$ cat src/rtl/cnn_layer_accel_seq_gen.sv
`default_nettype none
// ============================================================================
// Module   : cnn_layer_accel_seq_gen
// Purpose  : Generates the AWE sequence-word stream {RM, RST, P, SEQ} for
//            cnn_layer_accel_octo. It walks rows x columns x group words,
//            applies a configurable SEQ stride, and stalls on backpressure.
// Ports    : clk, rst (async, active-high)
//            start             - one-cycle request, honoured only in IDLE
//            num_out_cols_cfg  - output columns minus 1
//            num_out_rows_cfg  - row passes minus 1
//            group_len_cfg     - words per column group minus 1
//            seq_stride_cfg    - SEQ increment between words of a group
//            dataout/_valid/_tag, dataout_rdy - word stream with handshake
//            busy              - high while streaming
//            done              - one-cycle pulse after the final transfer
// Revision : 1.0 - initial release
// ============================================================================
module cnn_layer_accel_seq_gen #(
    parameter int C_SEQ_WIDTH = 10,
    parameter int C_COL_WIDTH = 10,
    parameter int C_ROW_WIDTH = 10,
    parameter int C_GRP_WIDTH = 4
) (
    input  logic                     clk,
    input  logic                     rst,
    input  logic                     start,
    input  logic [C_COL_WIDTH-1:0]   num_out_cols_cfg,
    input  logic [C_ROW_WIDTH-1:0]   num_out_rows_cfg,
    input  logic [C_GRP_WIDTH-1:0]   group_len_cfg,
    input  logic [C_SEQ_WIDTH-1:0]   seq_stride_cfg,
    output logic [C_SEQ_WIDTH+2:0]   dataout,
    output logic                     dataout_valid,
    output logic                     dataout_tag,
    input  logic                     dataout_rdy,
    output logic                     busy,
    output logic                     done
);

    typedef enum logic [1:0] {
        S_IDLE = 2'd0,
        S_RUN  = 2'd1,
        S_DONE = 2'd2
    } state_t;

    state_t                 r_state;
    logic [C_COL_WIDTH-1:0] r_cols;
    logic [C_ROW_WIDTH-1:0] r_rows;
    logic [C_GRP_WIDTH-1:0] r_glen;
    logic [C_SEQ_WIDTH-1:0] r_stride;
    logic [C_ROW_WIDTH-1:0] r_row;
    logic [C_COL_WIDTH-1:0] r_col;
    logic [C_GRP_WIDTH-1:0] r_k;
    logic [C_SEQ_WIDTH-1:0] r_acc;

    logic [C_ROW_WIDTH-1:0] w_row_nxt;
    logic [C_COL_WIDTH-1:0] w_col_nxt;
    logic [C_GRP_WIDTH-1:0] w_k_nxt;
    logic [C_SEQ_WIDTH-1:0] w_acc_nxt;
    logic                   w_last;
    logic [C_SEQ_WIDTH+2:0] w_word_nxt;
    logic                   w_xfer;

    // Word layout: RM marks the last word of a group, RST the first; P is a
    // checkerboard parity of (column, row) carried only on the first word.
    function automatic logic [C_SEQ_WIDTH+2:0] make_word(
        input logic [C_GRP_WIDTH-1:0] k,
        input logic [C_GRP_WIDTH-1:0] glen,
        input logic                   col_lsb,
        input logic                   row_lsb,
        input logic [C_SEQ_WIDTH-1:0] seq
    );
        logic first;
        first = (k == '0);
        return {(k == glen), first, first & (col_lsb ^ row_lsb), seq};
    endfunction

    assign w_xfer = dataout_valid & dataout_rdy;

    // Counter advance for one accepted word. SEQ is accumulated rather than
    // multiplied: +stride inside a group, reloaded with the new column index
    // at a group boundary. Wraparound at 2^C_SEQ_WIDTH is intentional.
    always_comb begin
        w_row_nxt = r_row;
        w_col_nxt = r_col;
        w_k_nxt   = r_k;
        w_acc_nxt = r_acc;
        w_last    = 1'b0;
        if (r_k < r_glen) begin
            w_k_nxt   = r_k + 1'b1;
            w_acc_nxt = r_acc + r_stride;
        end else begin
            w_k_nxt = '0;
            if (r_col < r_cols) begin
                w_col_nxt = r_col + 1'b1;
                w_acc_nxt = C_SEQ_WIDTH'(w_col_nxt);
            end else begin
                w_col_nxt = '0;
                w_acc_nxt = '0;
                if (r_row < r_rows) begin
                    w_row_nxt = r_row + 1'b1;
                end else begin
                    w_last = 1'b1;
                end
            end
        end
        w_word_nxt = make_word(w_k_nxt, r_glen, w_col_nxt[0], w_row_nxt[0], w_acc_nxt);
    end

    always_ff @(posedge clk or posedge rst) begin
        if (rst) begin
            r_state       <= S_IDLE;
            r_cols        <= '0;
            r_rows        <= '0;
            r_glen        <= '0;
            r_stride      <= '0;
            r_row         <= '0;
            r_col         <= '0;
            r_k           <= '0;
            r_acc         <= '0;
            dataout       <= '0;
            dataout_valid <= 1'b0;
            dataout_tag   <= 1'b0;
            busy          <= 1'b0;
            done          <= 1'b0;
        end else begin
            case (r_state)
                S_IDLE: begin
                    done <= 1'b0;
                    if (start) begin
                        r_cols        <= num_out_cols_cfg;
                        r_rows        <= num_out_rows_cfg;
                        r_glen        <= group_len_cfg;
                        r_stride      <= seq_stride_cfg;
                        r_row         <= '0;
                        r_col         <= '0;
                        r_k           <= '0;
                        r_acc         <= '0;
                        // Word (0,0,0): SEQ=0, RST=1, P=0, RM only for 1-word groups.
                        dataout       <= {(group_len_cfg == '0), 1'b1, 1'b0, {C_SEQ_WIDTH{1'b0}}};
                        dataout_valid <= 1'b1;
                        dataout_tag   <= 1'b1;
                        busy          <= 1'b1;
                        r_state       <= S_RUN;
                    end
                end
                S_RUN: begin
                    // Without a transfer everything holds, which gives the stall.
                    if (w_xfer) begin
                        if (w_last) begin
                            dataout       <= '0;
                            dataout_valid <= 1'b0;
                            dataout_tag   <= 1'b0;
                            busy          <= 1'b0;
                            done          <= 1'b1;
                            r_state       <= S_DONE;
                        end else begin
                            r_row   <= w_row_nxt;
                            r_col   <= w_col_nxt;
                            r_k     <= w_k_nxt;
                            r_acc   <= w_acc_nxt;
                            dataout <= w_word_nxt;
                        end
                    end
                end
                S_DONE: begin
                    done    <= 1'b0;
                    r_state <= S_IDLE;
                end
                default: begin
                    r_state <= S_IDLE;
                end
            endcase
        end
    end

endmodule
`default_nettype wire

$ cat config.mk
export PLATFORM = sky130hd
export DESIGN_NAME = cnn_layer_accel_seq_gen
export DESIGN_NICKNAME = d
export VERILOG_FILES = /design/src/rtl/cnn_layer_accel_seq_gen.sv
export SDC_FILE = /design/constraint.sdc
export NUM_CORES = 1
export LEC_CHECK = 0
export BUFFER_PORTS_ARGS = -buffer_cell sky130_fd_sc_hd__buf_2
export CELL_PAD_IN_SITES_DETAIL_PLACEMENT = 0
export CELL_PAD_IN_SITES_GLOBAL_PLACEMENT = 1
export CORE_MARGIN = 1.5
export CORE_UTILIZATION = 49
export DETAILED_ROUTE_END_ITERATION = 6
export PLACE_DENSITY = 0.91
export SLEW_MARGIN = 10
export SYNTH_ARGS = -nofsm -noshare
export SYNTH_HDL_FRONTEND = slang
export SYNTH_SLANG_ARGS = --single-unit
$ cat constraint.sdc
create_clock -name clk -period 4.2 [get_ports clk]
set_input_delay 0.21 -clock clk [delete_from_list [all_inputs] [get_ports clk]]
set_output_delay 0.21 -clock clk [all_outputs]
set_load 0.02 [all_outputs]
==> flow_summary.ini, run 1 <==
[status]
status = finished with violations
violations = negative hold slack

[setup_path]
cp.arrival_ns = 3.28
worstRegToRegCells = 5
cp.required_ns = 4.46
endpoint = r_k[3]$_DFFE_PP0P_
critPathLaunchType = register
cp-end-kind = register
r2r-start = r_state[0]$_DFFE_PP0P_
critical_path_class = reg -> reg
regToRegSetupSlack_ns = 1.17
cp_max_fo = 17
reg2reg_to = r_k[3]$_DFFE_PP0P_
startpoint = r_state[0]$_DFFE_PP0P_

[synth]
synth-seq-area-share_pct = 44.4
synth-seq-cells = 85
synth_ff_type = dfrtp_1
synth_cell_types = 56
synth_fp_nets = 570
yosys_warnings = 0
async_flop_share_pct = 100
synth_edf_count = 0
netlist_area_um2 = 4790
syn_inst = 498
postSynthAreaPerCell_um2 = 9.63

[route]
wirelength_um = 10800
wl_per_cell_um = 16.0
drtPass1Iterations = 5
drt_iter0_drc = 173
drc = 0
viasPerCell = 5.61
vias = 3803
drtAntennaViolNets = 0

[timing]
setup_tns_ns = 0
rsz0062_at_grt = no
post-route-min-period_ns = 3.03
fmax_mhz = 330
tightest_slew_ns = 0.891
relSlewSlack_pct = 40.0
drv_slew = 0
post-route-period-util_pct = 72.1
final_hold_viol_count = 13
finClkSkew_ns = 0.0134
setup_viol = 0
holdWs_ns = -0.00844

[floorplanning]
dieHeight_um = 102
core_area_um2 = 9370
ios = 55
initial_core_util_pct = 51.1
rows = 35
dieWidth_um = 102
die-area_um2 = 10400

[placed_design]
gp_congestion = 0.871
hpwl_um = 7830
port_buffers = 54
placed_area_um2 = 5160

[global_routing]
track_usage_pct = 22.4
antenna_found_initial = 0
grt_pass1_wl_um = 18100
grt_start_max_net_pins = 50
grt_overflow = 0
grt_pass1_vias = 3757

[clock_network]
numCtsBuffers = 9
cts.clk_slew.worst_paths_ns = 0.09
cts_root_buf = clkbuf_8
htree_num_levels = 3
ctsHoldBuffers = 0
cts_tree = done
cts.path.max_buffers = 2
cts_setup_buffers = 0
ctsResizeCount = 0
clock_sinks = 85
insertion_delay_ns = 0.36

[cells_and_area]
final_util_pct = 57.5
fillers = 870
postLayoutCellArea_um2 = 5390
multi_input_area_um2 = 2410
regArea_um2 = 2130
area.growth.synth_to_final_pct = 12.4
diodes = 0
finalNetCount = 617
layout_commonest_cell = dfrtp_1
layout_common_cells = dfrtp_1 (85), buf_2 (54), nand2_1 (48)
drive_gt1_share_pct = 18.4

[power_and_ir_drop]
peakVddDrop_mv = 0.238
power_density_nw_per_um2 = 491
p_leak_nw = 2.67

[job]
max_cap_viol_count = 0

[worst_hold_path]
hold_path.class = in -> async
cells by family after synthesis:
kind of cell / after synthesis / share of synthesized area, %
AOI/OAI and AO/OA: 138 / 19.1
xor gates and xnor gates: 23 / 4.20
adders and majority gates: 34 / 9.03
buffers and inverters: 64 / 5.46
DFF: 85 / 44.4
muxes: 19 / 4.33
and+or+nand+nor: 135 / 13.5
cells in the mapped netlist, types with 3 or more instances:
library cell	instances	area [um2]
nor2b_1	3	18.8
o22ai_1	3	18.8
o211ai_1	6	45.0
ha_1	33	413
xnor2_1	10	87.6
buf_2	5	25.0
nor4_1	6	37.5
nand3_1	18	90.1
dfrtp_1	85	2130
a21o_1	18	135
mux2_2	14	158
nor3_1	12	60.1
inv_1	41	154
nor2_1	21	78.8
nand2_1	48	180
xor2_1	13	114
nand2b_1	7	43.8
clkbuf_1	14	52.6
a211oi_1	3	22.5
mux2i_1	5	50.1
a22o_1	10	87.6
or2_2	5	31.3
o21ai_0	45	225
a21oi_1	19	95.1
a31oi_1	7	43.8
and3_1	5	31.3
per-stage QoR:
stage	std cells	hold slack (ns)	total power [mW]	setup slack, ns
floorplan	498	0.327	1.75	1.63
global placement	663	0.405	1.94	1.36
detailed placement	663	0.411	1.98	1.24
CTS	678	0.0225	2.66	1.22
global route	678	0.0588	2.83	0.912
finish	678	-0.00844	2.65	1.17
critical path, stage by stage, from the launching register on:
cell and delay, ns:
dfrtp_1 0.48, nor2b_1 0.58, nand3_1 0.63, a31oi_2 0.61
or2_2 0.27, mux2_2 0.35
how the worst min path moves through the flow:
stage,end,slack (ns),from,cells after the start
after global placement,r_cols[6]$_DFFE_PP0P_,0.41,rst,2
after CTS,r_cols[0]$_DFFE_PP0P_,0.02,rst,2
final,r_cols[7]$_DFFE_PP0P_,-0.008,rst,2
after global routing,r_col[3]$_DFFE_PP0P_,0.06,rst,2
after detailed placement,r_cols[7]$_DFFE_PP0P_,0.41,rst,2
after floorplan,r_cols[1]$_DFFE_PP0P_,0.33,num_out_cols_cfg[1],2
metal layers:
metal / track usage, % / part of all wire, % / up-vias
li1: - / - / 1861
met1: 30.6 / 46 / 1849
met2: 36.8 / 49 / 78
met3: 2.67 / 3.2 / 15
met4: 8.75 / 1.9 / 0
met5: 0 / 0 / -
layout make-up:
type	count	share of cell area, %
Clock inverter	5	1.86
Sequential cell	85	39.5
Tap cell	129	3.00
Inverter	41	2.88
Timing Repair Buffer	59	5.71
Clock buffer	10	2.37
Multi-Input combinational cell	349	44.7
state kept, by name (all words and copies together), names as in the netlist, 2 cells and up:
signal and flops:
r_glen 4, r_rows 10, r_row 10, r_col 10, r_acc 10, r_cols 10, r_stride 10, r_state 2
r_k 4, dataout 13
power breakdown:
part	internal (mW)	total [mW]	switching [mW]
Clock	0.390	0.686	0.296
Combinational	0.377	0.873	0.495
Sequential	0.977	1.09	0.113
Total	1.74	2.65	0.904
Power figures use the tool's default switching activity.
==> run 2: changes to the inputs <==
--- a/config.mk
+++ b/config.mk
@@ -9,9 +9,9 @@
 export CELL_PAD_IN_SITES_DETAIL_PLACEMENT = 0
 export CELL_PAD_IN_SITES_GLOBAL_PLACEMENT = 1
 export CORE_MARGIN = 1.5
-export CORE_UTILIZATION = 49
+export CORE_UTILIZATION = 46
 export DETAILED_ROUTE_END_ITERATION = 6
-export PLACE_DENSITY = 0.91
+export PLACE_DENSITY = 0.87
 export SLEW_MARGIN = 10
 export SYNTH_ARGS = -nofsm -noshare
 export SYNTH_HDL_FRONTEND = slang
==> constraint.sdc (replaced) <==
create_clock -name clk -period 2.8 [get_ports clk]
set_input_delay 0.14 -clock clk [delete_from_list [all_inputs] [get_ports clk]]
set_output_delay 0.14 -clock clk [all_outputs]
set_load 0.02 [all_outputs]
==> flow_summary.ini, run 2 (synthesized netlist as in run 1, its figures left out) <==
[clock_network]
cts_setup_buffers = 0
numCtsBuffers = 9
cts_tree = done
htree_num_levels = 3
cts.path.max_buffers = 2
clock_sinks = 85
cts.clk_slew.worst_paths_ns = 0.09
insertion_delay_ns = 0.37
cts_root_buf = clkbuf_8

[route]
drtAntennaViolNets = 0
viasPerCell = 5.49
drtPass1Iterations = 6
wirelength_um = 11600
vias = 4002
drt_iter0_drc = 323
wl_per_cell_um = 15.9
drc = 0

[timing]
relSlewSlack_pct = 43.1
holdWs_ns = 0.0151
post-route-period-util_pct = 95.0
post-route-min-period_ns = 2.66
finClkSkew_ns = 0.00953
final_hold_viol_count = 0
rsz0062_at_grt = yes
drv_slew = 0
setup_viol = 0
tightest_slew_ns = 0.846
fmax_mhz = 376

[cells_and_area]
final_util_pct = 56.6
postLayoutCellArea_um2 = 5790
area.growth.synth_to_final_pct = 20.8
multi_input_area_um2 = 2410
largest_reg_flops = 13
drive_gt1_share_pct = 19.6
layout_common_cells = dfrtp_1 (85), buf_2 (54), nand2_1 (48)
regMostFlops = dataout
fillers = 914
regArea_um2 = 2130
diodes = 0
finalNetCount = 660
fin_cells = 729
layout_commonest_cell = dfrtp_1

[placed_design]
dpl.cell_count = 683
hpwl_um = 8230
placed_area_um2 = 5290
port_buffers = 54
gp_congestion = 0.889

[setup_path]
critical_path_class = reg -> reg
critPathLaunchType = register
cp.required_ns = 3.10
cp.arrival_ns = 2.96
r2r-start = r_col[8]$_DFFE_PP0P_
cp_max_fo = 12
worstRegToRegCells = 8
startpoint = r_col[8]$_DFFE_PP0P_
cp-end-kind = register

[floorplanning]
die-area_um2 = 11000
initial_core_util_pct = 46.9
ios = 55
rows = 37
core_area_um2 = 10200
dieWidth_um = 105
dieHeight_um = 105

[global_routing]
grt_pass1_vias = 4028
track_usage_pct = 22.4
antenna_found_initial = 0
grt_overflow = 0
grt_start_max_net_pins = 46
grt_pass1_wl_um = 19700

[worst_hold_path]
whs_path_depth = 2
hold_start = seq_stride_cfg[5]
hold_path.class = in -> reg

[power_and_ir_drop]
p_leak_nw = 2.85
power_mw = 3.87
peakVddDrop_mv = 0.385
power_density_nw_per_um2 = 669

[status]
status = completed

[job]
max_cap_viol_count = 0
-- run 2: cell types whose count changed in the layout (fill, tap and decap cells not counted), sizes merged --
| cell | previous run | this run |
|---|---|---|
| dlygate4sd3 | 0 | 30 |
| buf | 59 | 72 |
| bufinv | 3 | 1 |
| clkinv | 3 | 5 |
| clkbuf | 10 | 11 |
-- run 2: final timing paths --
kind / endpoint / slack [ns]
worst max-delay path: r_row[8]$_DFFE_PP0P_ / 0.14
worst min-delay path: r_stride[5]$_DFFE_PP0P_ / 0.02
worst max register to register: r_row[8]$_DFFE_PP0P_ / 0.14
worst min register to register: dataout[2]$_DFFE_PP0P_ / 0.48
max in group asynchronous: r_glen[2]$_DFFE_PP0P_ / 1.70
min in group asynchronous: r_rows[6]$_DFFE_PP0P_ / 0.43
-- run 2: per-stage QoR --
step | worst slack, ns | TNS, ns
CTS | 0.0986 | 0
global placement | 0.236 | 0
finish | 0.139 | 0
detailed placement | 0.133 | 0
global route | -0.00777 | -0.00921
floorplan | 0.232 | 0
-- run 2: critical path, stage by stage, from the launching register on --
cell and delay [ns]:
dfrtp_1 0.45, ha_1 0.31, o21ai_0 0.11, o21ai_0 0.18, a21oi_1 0.09, or2_2 0.41
or4_4 0.53, or4_1 0.42, nand3_1 0.10
-- run 2: timing repair --
action                                  in CTS  in global routing
hold buffers                                30                  0
gates resized for setup                      0                  1
endpoints found under the hold margin       69                  0
endpoints found under the setup margin       0                 13
-- run 2: layer usage --
layer	part of all wire, %	global-route usage (%)
met1	48	30.1
met5	0	0
met3	3.7	3.12
met2	46	36.3
met4	2.2	9.59
-- run 2: final cells by class --
class                           count  share of cell area (%)
Multi-Input combinational cell    349                    41.7
Sequential cell                    85                    36.7
Timing Repair Buffer              102                    12.6
Tap cell                          136                    2.94
Inverter                           41                    2.68
Clock buffer                       11                    2.44
Clock inverter                      5                   0.864
-- run 2: where the power goes --
part           switching, mW  leakage, nW  internal [mW]  total, mW
Sequential             0.166         1.08           1.46       1.63
Clock                  0.448        0.103          0.431      0.879
Combinational          0.751         1.67          0.614       1.36
Total                   1.36         2.85           2.51       3.87
